<file path="src/rtl/mac_pkg.sv">
// Shared types and constants for the MAC accumulator block.
package mac_pkg;

    localparam int PROD_W_D = 32;
    localparam int ACC_W_D  = 40;
    localparam int LEN_W_D  = 8;
    localparam int OUT_W_D  = 32;

    localparam logic [31:0] SAT_MAX = 32'h7FFF_FFFF;
    localparam logic [31:0] SAT_MIN = 32'h8000_0000;

    typedef enum logic [1:0] {
        IDLE  = 2'd0,
        ACCUM = 2'd1,
        HOLD  = 2'd2
    } mac_state_t;

endpackage

</file>
<file path="src/rtl/mac_accumulator_if.sv">
// Product-in / result-out valid-ready bundle for the MAC accumulator.
interface mac_accumulator_if #(
    parameter int PROD_W = 32,
    parameter int OUT_W  = 32
);
    logic              prod_valid;
    logic              prod_ready;
    logic [PROD_W-1:0] prod_data;
    logic              out_valid;
    logic              out_ready;
    logic [OUT_W-1:0]  out_data;
    logic              out_sat;

    modport master (
        output prod_valid, prod_data, out_ready,
        input  prod_ready, out_valid, out_data, out_sat
    );

    modport slave (
        input  prod_valid, prod_data, out_ready,
        output prod_ready, out_valid, out_data, out_sat
    );
endinterface

</file>
<file path="src/rtl/mac_saturate.sv">
// Combinational signed clip from ACC_W to OUT_W bits.
module mac_saturate #(
    parameter int ACC_W = 40,
    parameter int OUT_W = 32
) (
    input  logic [ACC_W-1:0] i_acc,
    output logic [OUT_W-1:0] o_data,
    output logic             o_sat
);
    localparam logic [OUT_W-1:0] LP_MAX = {1'b0, {(OUT_W-1){1'b1}}};
    localparam logic [OUT_W-1:0] LP_MIN = {1'b1, {(OUT_W-1){1'b0}}};

    logic [ACC_W-OUT_W:0] w_hi;
    logic                 w_fit;

    // Value fits when all bits above the output sign bit copy it
    assign w_hi   = i_acc[ACC_W-1:OUT_W-1];
    assign w_fit  = (&w_hi) | ~(|w_hi);
    assign o_sat  = ~w_fit;
    assign o_data = w_fit         ? i_acc[OUT_W-1:0] :
                    i_acc[ACC_W-1] ? LP_MIN : LP_MAX;
endmodule

</file>
<file path="src/rtl/mac_accumulator.sv">
// Sums a programmed block of signed products and emits a saturated result.
module mac_accumulator
    import mac_pkg::*;
#(
    parameter int PROD_W = PROD_W_D,
    parameter int ACC_W  = ACC_W_D,
    parameter int LEN_W  = LEN_W_D,
    parameter int OUT_W  = OUT_W_D
) (
    input  logic             clk,
    input  logic             rst,
    input  logic             start,
    input  logic [LEN_W-1:0] len,
    output logic             busy,
    output logic             ovf,
    mac_accumulator_if.slave bus
);
    mac_state_t       r_state;
    mac_state_t       w_state_nxt;
    logic [LEN_W-1:0] r_len;
    logic [LEN_W-1:0] r_cnt;
    logic [ACC_W-1:0] r_acc;
    logic [OUT_W-1:0] r_data;
    logic             r_sat;
    logic             r_ovf;

    logic             w_start;
    logic             w_xfer;
    logic             w_last;
    logic [ACC_W-1:0] w_acc_nxt;
    logic [OUT_W-1:0] w_sat_data;
    logic             w_sat_flag;

    assign w_start   = (r_state == IDLE) && start;
    assign w_xfer    = (r_state == ACCUM) && bus.prod_valid;
    assign w_last    = (r_cnt == r_len - 1'b1);
    assign w_acc_nxt = r_acc +
        {{(ACC_W-PROD_W){bus.prod_data[PROD_W-1]}}, bus.prod_data};

    mac_saturate #(
        .ACC_W (ACC_W),
        .OUT_W (OUT_W)
    ) u_sat (
        .i_acc  (w_acc_nxt),
        .o_data (w_sat_data),
        .o_sat  (w_sat_flag)
    );

    always_ff @(posedge clk or posedge rst) begin
        if (rst) r_state <= IDLE;
        else     r_state <= w_state_nxt;
    end

    always_comb begin
        w_state_nxt = r_state;
        unique case (r_state)
            IDLE: begin
                if (start)
                    w_state_nxt = (len == '0) ? HOLD : ACCUM;
            end
            ACCUM: begin
                if (w_xfer && w_last) w_state_nxt = HOLD;
            end
            HOLD: begin
                if (bus.out_ready) w_state_nxt = IDLE;
            end
            default: w_state_nxt = IDLE;
        endcase
    end

    always_ff @(posedge clk or posedge rst) begin
        if (rst) begin
            r_len  <= '0;
            r_cnt  <= '0;
            r_acc  <= '0;
            r_data <= '0;
            r_sat  <= 1'b0;
            r_ovf  <= 1'b0;
        end else if (w_start) begin
            r_len <= len;
            r_cnt <= '0;
            r_acc <= '0;
            r_ovf <= 1'b0;
            if (len == '0) begin
                r_data <= '0;
                r_sat  <= 1'b0;
            end
        end else if (w_xfer) begin
            r_acc <= w_acc_nxt;
            r_cnt <= r_cnt + 1'b1;
            if (w_last) begin
                r_data <= w_sat_data;
                r_sat  <= w_sat_flag;
                if (w_sat_flag) r_ovf <= 1'b1;
            end
        end
    end

    assign busy           = (r_state != IDLE);
    assign ovf            = r_ovf;
    assign bus.prod_ready = (r_state == ACCUM);
    assign bus.out_valid  = (r_state == HOLD);
    assign bus.out_data   = r_data;
    assign bus.out_sat    = r_sat;
endmodule

</file>
<file path="src/flat_wrapper.sv">
// flat-port wrapper written by rule: the top's interface ports become plain ports
module mac_accumulator_flat import mac_pkg::*;
#(
    parameter int PROD_W = PROD_W_D,
    parameter int ACC_W  = ACC_W_D,
    parameter int LEN_W  = LEN_W_D,
    parameter int OUT_W  = OUT_W_D
)
  (clk, rst, start, len, busy, ovf, bus_prod_valid, bus_prod_data, bus_out_ready, bus_prod_ready, bus_out_valid, bus_out_data, bus_out_sat);
  mac_accumulator_if #(.PROD_W(PROD_W), .OUT_W(OUT_W)) bus_i ();
  input  logic clk;
  input  logic rst;
  input  logic start;
  input  logic [LEN_W-1:0] len;
  output logic busy;
  output logic ovf;
  input wire logic [$bits(bus_i.prod_valid)-1:0] bus_prod_valid;
  input wire logic [$bits(bus_i.prod_data)-1:0] bus_prod_data;
  input wire logic [$bits(bus_i.out_ready)-1:0] bus_out_ready;
  output wire logic [$bits(bus_i.prod_ready)-1:0] bus_prod_ready;
  output wire logic [$bits(bus_i.out_valid)-1:0] bus_out_valid;
  output wire logic [$bits(bus_i.out_data)-1:0] bus_out_data;
  output wire logic [$bits(bus_i.out_sat)-1:0] bus_out_sat;
  assign bus_i.prod_valid = bus_prod_valid;
  assign bus_i.prod_data = bus_prod_data;
  assign bus_i.out_ready = bus_out_ready;
  assign bus_prod_ready = bus_i.prod_ready;
  assign bus_out_valid = bus_i.out_valid;
  assign bus_out_data = bus_i.out_data;
  assign bus_out_sat = bus_i.out_sat;
  mac_accumulator #(.PROD_W(PROD_W), .ACC_W(ACC_W), .LEN_W(LEN_W), .OUT_W(OUT_W)) u_core (.clk(clk), .rst(rst), .start(start), .len(len), .busy(busy), .ovf(ovf), .bus(bus_i));
endmodule
</file>
<file path="config.mk">
export PLATFORM = sky130hd
export DESIGN_NAME = mac_accumulator_flat
export DESIGN_NICKNAME = d
export VERILOG_FILES = /design/src/rtl/mac_pkg.sv /design/src/rtl/mac_accumulator_if.sv /design/src/rtl/mac_saturate.sv /design/src/rtl/mac_accumulator.sv /design/src/flat_wrapper.sv
export SDC_FILE = /design/constraint.sdc
export NUM_CORES = 1
export LEC_CHECK = 0
export BUFFER_PORTS_ARGS = -buffer_cell sky130_fd_sc_hd__buf_2
export CAP_MARGIN = 10
export CORE_MARGIN = 2
export CORE_UTILIZATION = 64
export DETAILED_ROUTE_END_ITERATION = 8
export PLACE_DENSITY_LB_ADDON = 0.2
export SYNTH_ARGS = -nofsm -noshare
export SYNTH_HDL_FRONTEND = slang
export SYNTH_HIERARCHICAL = 1
export SYNTH_SLANG_ARGS = --single-unit
export TNS_END_PERCENT = 5
</file>
<file path="constraint.sdc">
create_clock -name clk -period 5.3 [get_ports clk]
set_input_delay 1.06 -clock clk [delete_from_list [all_inputs] [get_ports clk]]
set_output_delay 1.06 -clock clk [all_outputs]
set_load 0.05 [all_outputs]
</file>
==> results.cfg <==
[synthesis]
synthCells = 714
synth-async-reset-ratio_pct = 100
synth_top_area_share_pct = 35.3
avgSynthCellArea_um2 = 9.14
ys_ff_latch = 92
yosysUniqueCellTypes = 60
synth_warnings = 6
synth_flop_cell = dfrtp_1
synth_nets = 801
syn-cell-area_mm2 = 0.00652
synthTopCellsByArea = dfrtp_1, a22o_1, ha_1
yosysTopAreaCell = dfrtp_1
synth-edff-count = 0
ys_seq_area_share_pct = 35.3

[cells_and_area]
diodes = 0
fin_util_pct = 72.9
syn_to_final_growth_pct = 9.76
fin_nets = 849
drive_above_1_share_pct = 16.0

[run]
cap_violations = 0

[sta]
relSlewSlack_pct = 30.2
hold_violations = 0
grt_setup_unrepaired = false
drv_slew = 0
period_share_pct = 93.2
worst_slew_pin_slew_ps = 1050
fin_setup_tns_ps = 0
min_period_ps = 4940
setup-violations-final = 0
skew_ps = 11.4
fmax_mhz = 202

[pwr]
leakagePower_nw = 3.45
peakVddDrop_uv = 425
power_density_mw_per_mm2 = 738
power_mw = 5.28

[floorplanning]
core_area_mm2 = 0.00982
rows = 36
start_util_pct = 66.4
die_w_um = 105
die_area_mm2 = 0.0110
fp.dieH_um = 105
io_pins = 82

[worst_setup_path]
timing.critical_path.arrival_ps = 5200
path_class = in2reg
slowest_stage = a2111oi_0
path_buf_inv = 2
cp_cell_sequence = buf_2 > ha_1 > a21o_1 > a31o_2 > o21ai_0 > nand2_1 > a41oi_1 > o21ai_0 > a2111oi_0 > a2111oi_2 > nor4_1 > nand2_1 > buf_4 > a2bb2oi_1 > a22o_1
crit_family = compound AO/OA/AOI/OAI gates
timing.rr.start = u_core/r_acc[4]$_DFFE_PP0P_
cpPeakStageDelay_ps = 680
path_max_fanout = 24
ff2ff_path_depth = 14
endpoint_kind = flop
crit_start = bus_prod_data[4]
cp_data_required_time_ps = 5560
critPathLaunchType = primary input
cp_num_cells = 15

[placement]
place_congestion = 0.965
io_buffers = 81
hpwlAfterDp_um = 12200

[grt]
grt_max_degree = 58
grt_pass1_vias = 5890
antenna_found_initial = 0
track_usage_pct = 32.4
grt-ovfl-total = 0
grt_pass1_wl_um = 29100

[status]
status = finished, final reports clean

[clock_tree]
cts-root-buf = clkbuf_8
postCtsHoldBufs = 0
cts_tree = done
cts_htree_levels = 3
clk_pin_slew_worst_paths_ps = 90
cts_resized = 0
clk_latency_ps = 370
numCtsBuffers = 9
cts_sinks = 92
cts_setup_buffers = 0
cts_max_path_buffers = 2

[routing]
drt-total-wl_um = 17700
drtAntennaViolNets = 0
viasPerCell = 6.76
vias = 6081
firstDrtPassIters = 8
drc_errors = 0
drt-initial-drc-count = 434
post_drt_wl_per_cell_um = 19.6

[hold_path]
min_path_type = reg2reg
min-delay-start = u_core/bus.out_data[22]$_DFFE_PP0P_
hold_depth = 1
[cells by family (layout without fill, tap and decap cells)]
| logic type | count (synthesis) | count (layout) | share of synthesized area [%] |
|---|---|---|---|
| AOI/OAI and AO/OA | 256 | 256 | 29.1 |
| xor gates and xnor gates | 51 | 51 | 6.85 |
| adders and majority gates | 42 | 42 | 8.17 |
| buffers and inverters | 66 | 119 | 4.43 |
| DFF | 92 | 92 | 35.3 |
| muxes | 3 | 3 | 0.479 |
| and+or+nand+nor | 204 | 204 | 15.7 |
[final cells by class]
type | instances | area (um2)
tap | 133 | 166
clock buffer | 11 | 131
sequential | 92 | 2300
timing repair buffer | 91 | 480
inverter | 12 | 46.3
multi-input combinational | 556 | 3950
clock inverter | 5 | 85.1
fill | 793 | 2660
[synthesized netlist by cell type, types with 11 or more instances]
cell,n
nand2_1,59
nor2_1,38
ha_1,41
xor2_1,22
dfrtp_1,92
buf_2,11
xnor2_1,29
a22o_1,71
inv_1,12
o21ai_0,28
nand4_1,14
a21o_1,26
a31oi_1,12
a2bb2oi_1,31
nand3_1,40
a21oi_1,40
clkbuf_1,34
[worst paths after layout]
kind	slack (ps)	endpoint
worst max register to register	760	u_core/bus.out_data[8]$_DFFE_PP0P_
worst min register to register	510	u_core/bus.out_data[22]$_DFFE_PP0P_
max in group asynchronous	3410	u_core/r_acc[17]$_DFFE_PP0P_
worst max-delay path	360	u_core/bus.out_data[8]$_DFFE_PP0P_
min in group asynchronous	880	u_core/r_state[1]$_DFFE_PP0P_
worst min-delay path	510	u_core/bus.out_data[22]$_DFFE_PP0P_
[per-layer routing]
metal	track usage (%)	vias up	routed length, um
met5	0	-	0
met4	9.52	0	384
met3	6.30	54	1660
met2	51.5	317	8140
met1	45.0	2925	7490
li1	-	2785	-
[state kept, by name (all words and copies together) (netlist names)]
name,cells
u_core/bus.out_data,32
u_core/r_len,8
u_core/r_acc,40
u_core/r_state,2
u_core/bus.out_sat,1
u_core/r_cnt,8
u_core/ovf,1
[power by group]
part,total (mW),internal (mW),switching (mW)
logic,3.49,1.30,2.19
registers,1.26,1.03,0.234
clock network,0.536,0.270,0.267
total,5.28,2.60,2.69
[placed cells by master (no fill, tap or decap), drive strengths merged, types with 22 or more instances in the layout]
| cell type | count |
|---|---|
| dfrtp | 92 |
| buf | 91 |
| a22o | 71 |
| nand2 | 59 |
| ha | 41 |
| a21oi | 41 |
| nand3 | 40 |
| nor2 | 38 |
| a2bb2oi | 31 |
| xnor2 | 29 |
| o21ai | 29 |
| a21o | 26 |
| xor2 | 22 |
[worst reg2reg max path, cell delays in order, from the launching register on]
cell       delay (ps)
dfrtp_1           390
ha_1              350
a21o_1            210
a31o_2            240
o21ai_0           260
nand2_1           130
a41oi_1           440
o21ai_0           270
a2111oi_0         680
a2111oi_2         160
nor4_1            320
nand2_1           270
buf_4             310
a2bb2oi_1         180
a22o_1            230
[per-stage QoR]
step | hold WS [ps] | instances | instance area, um2 | setup WS [ps]
2_1_floorplan | 453 | 714 | 6520 | 1090
3_3_place_gp | 478 | 884 | 6940 | 209
3_5_place_dp | 479 | 884 | 6940 | 40.1
4_1_cts | 505 | 900 | 7160 | 435
5_1_grt | 517 | 900 | 7160 | 72.0
6_report | 505 | 900 | 7160 | 361
No activity file was read; power rests on OpenSTA's default activity.
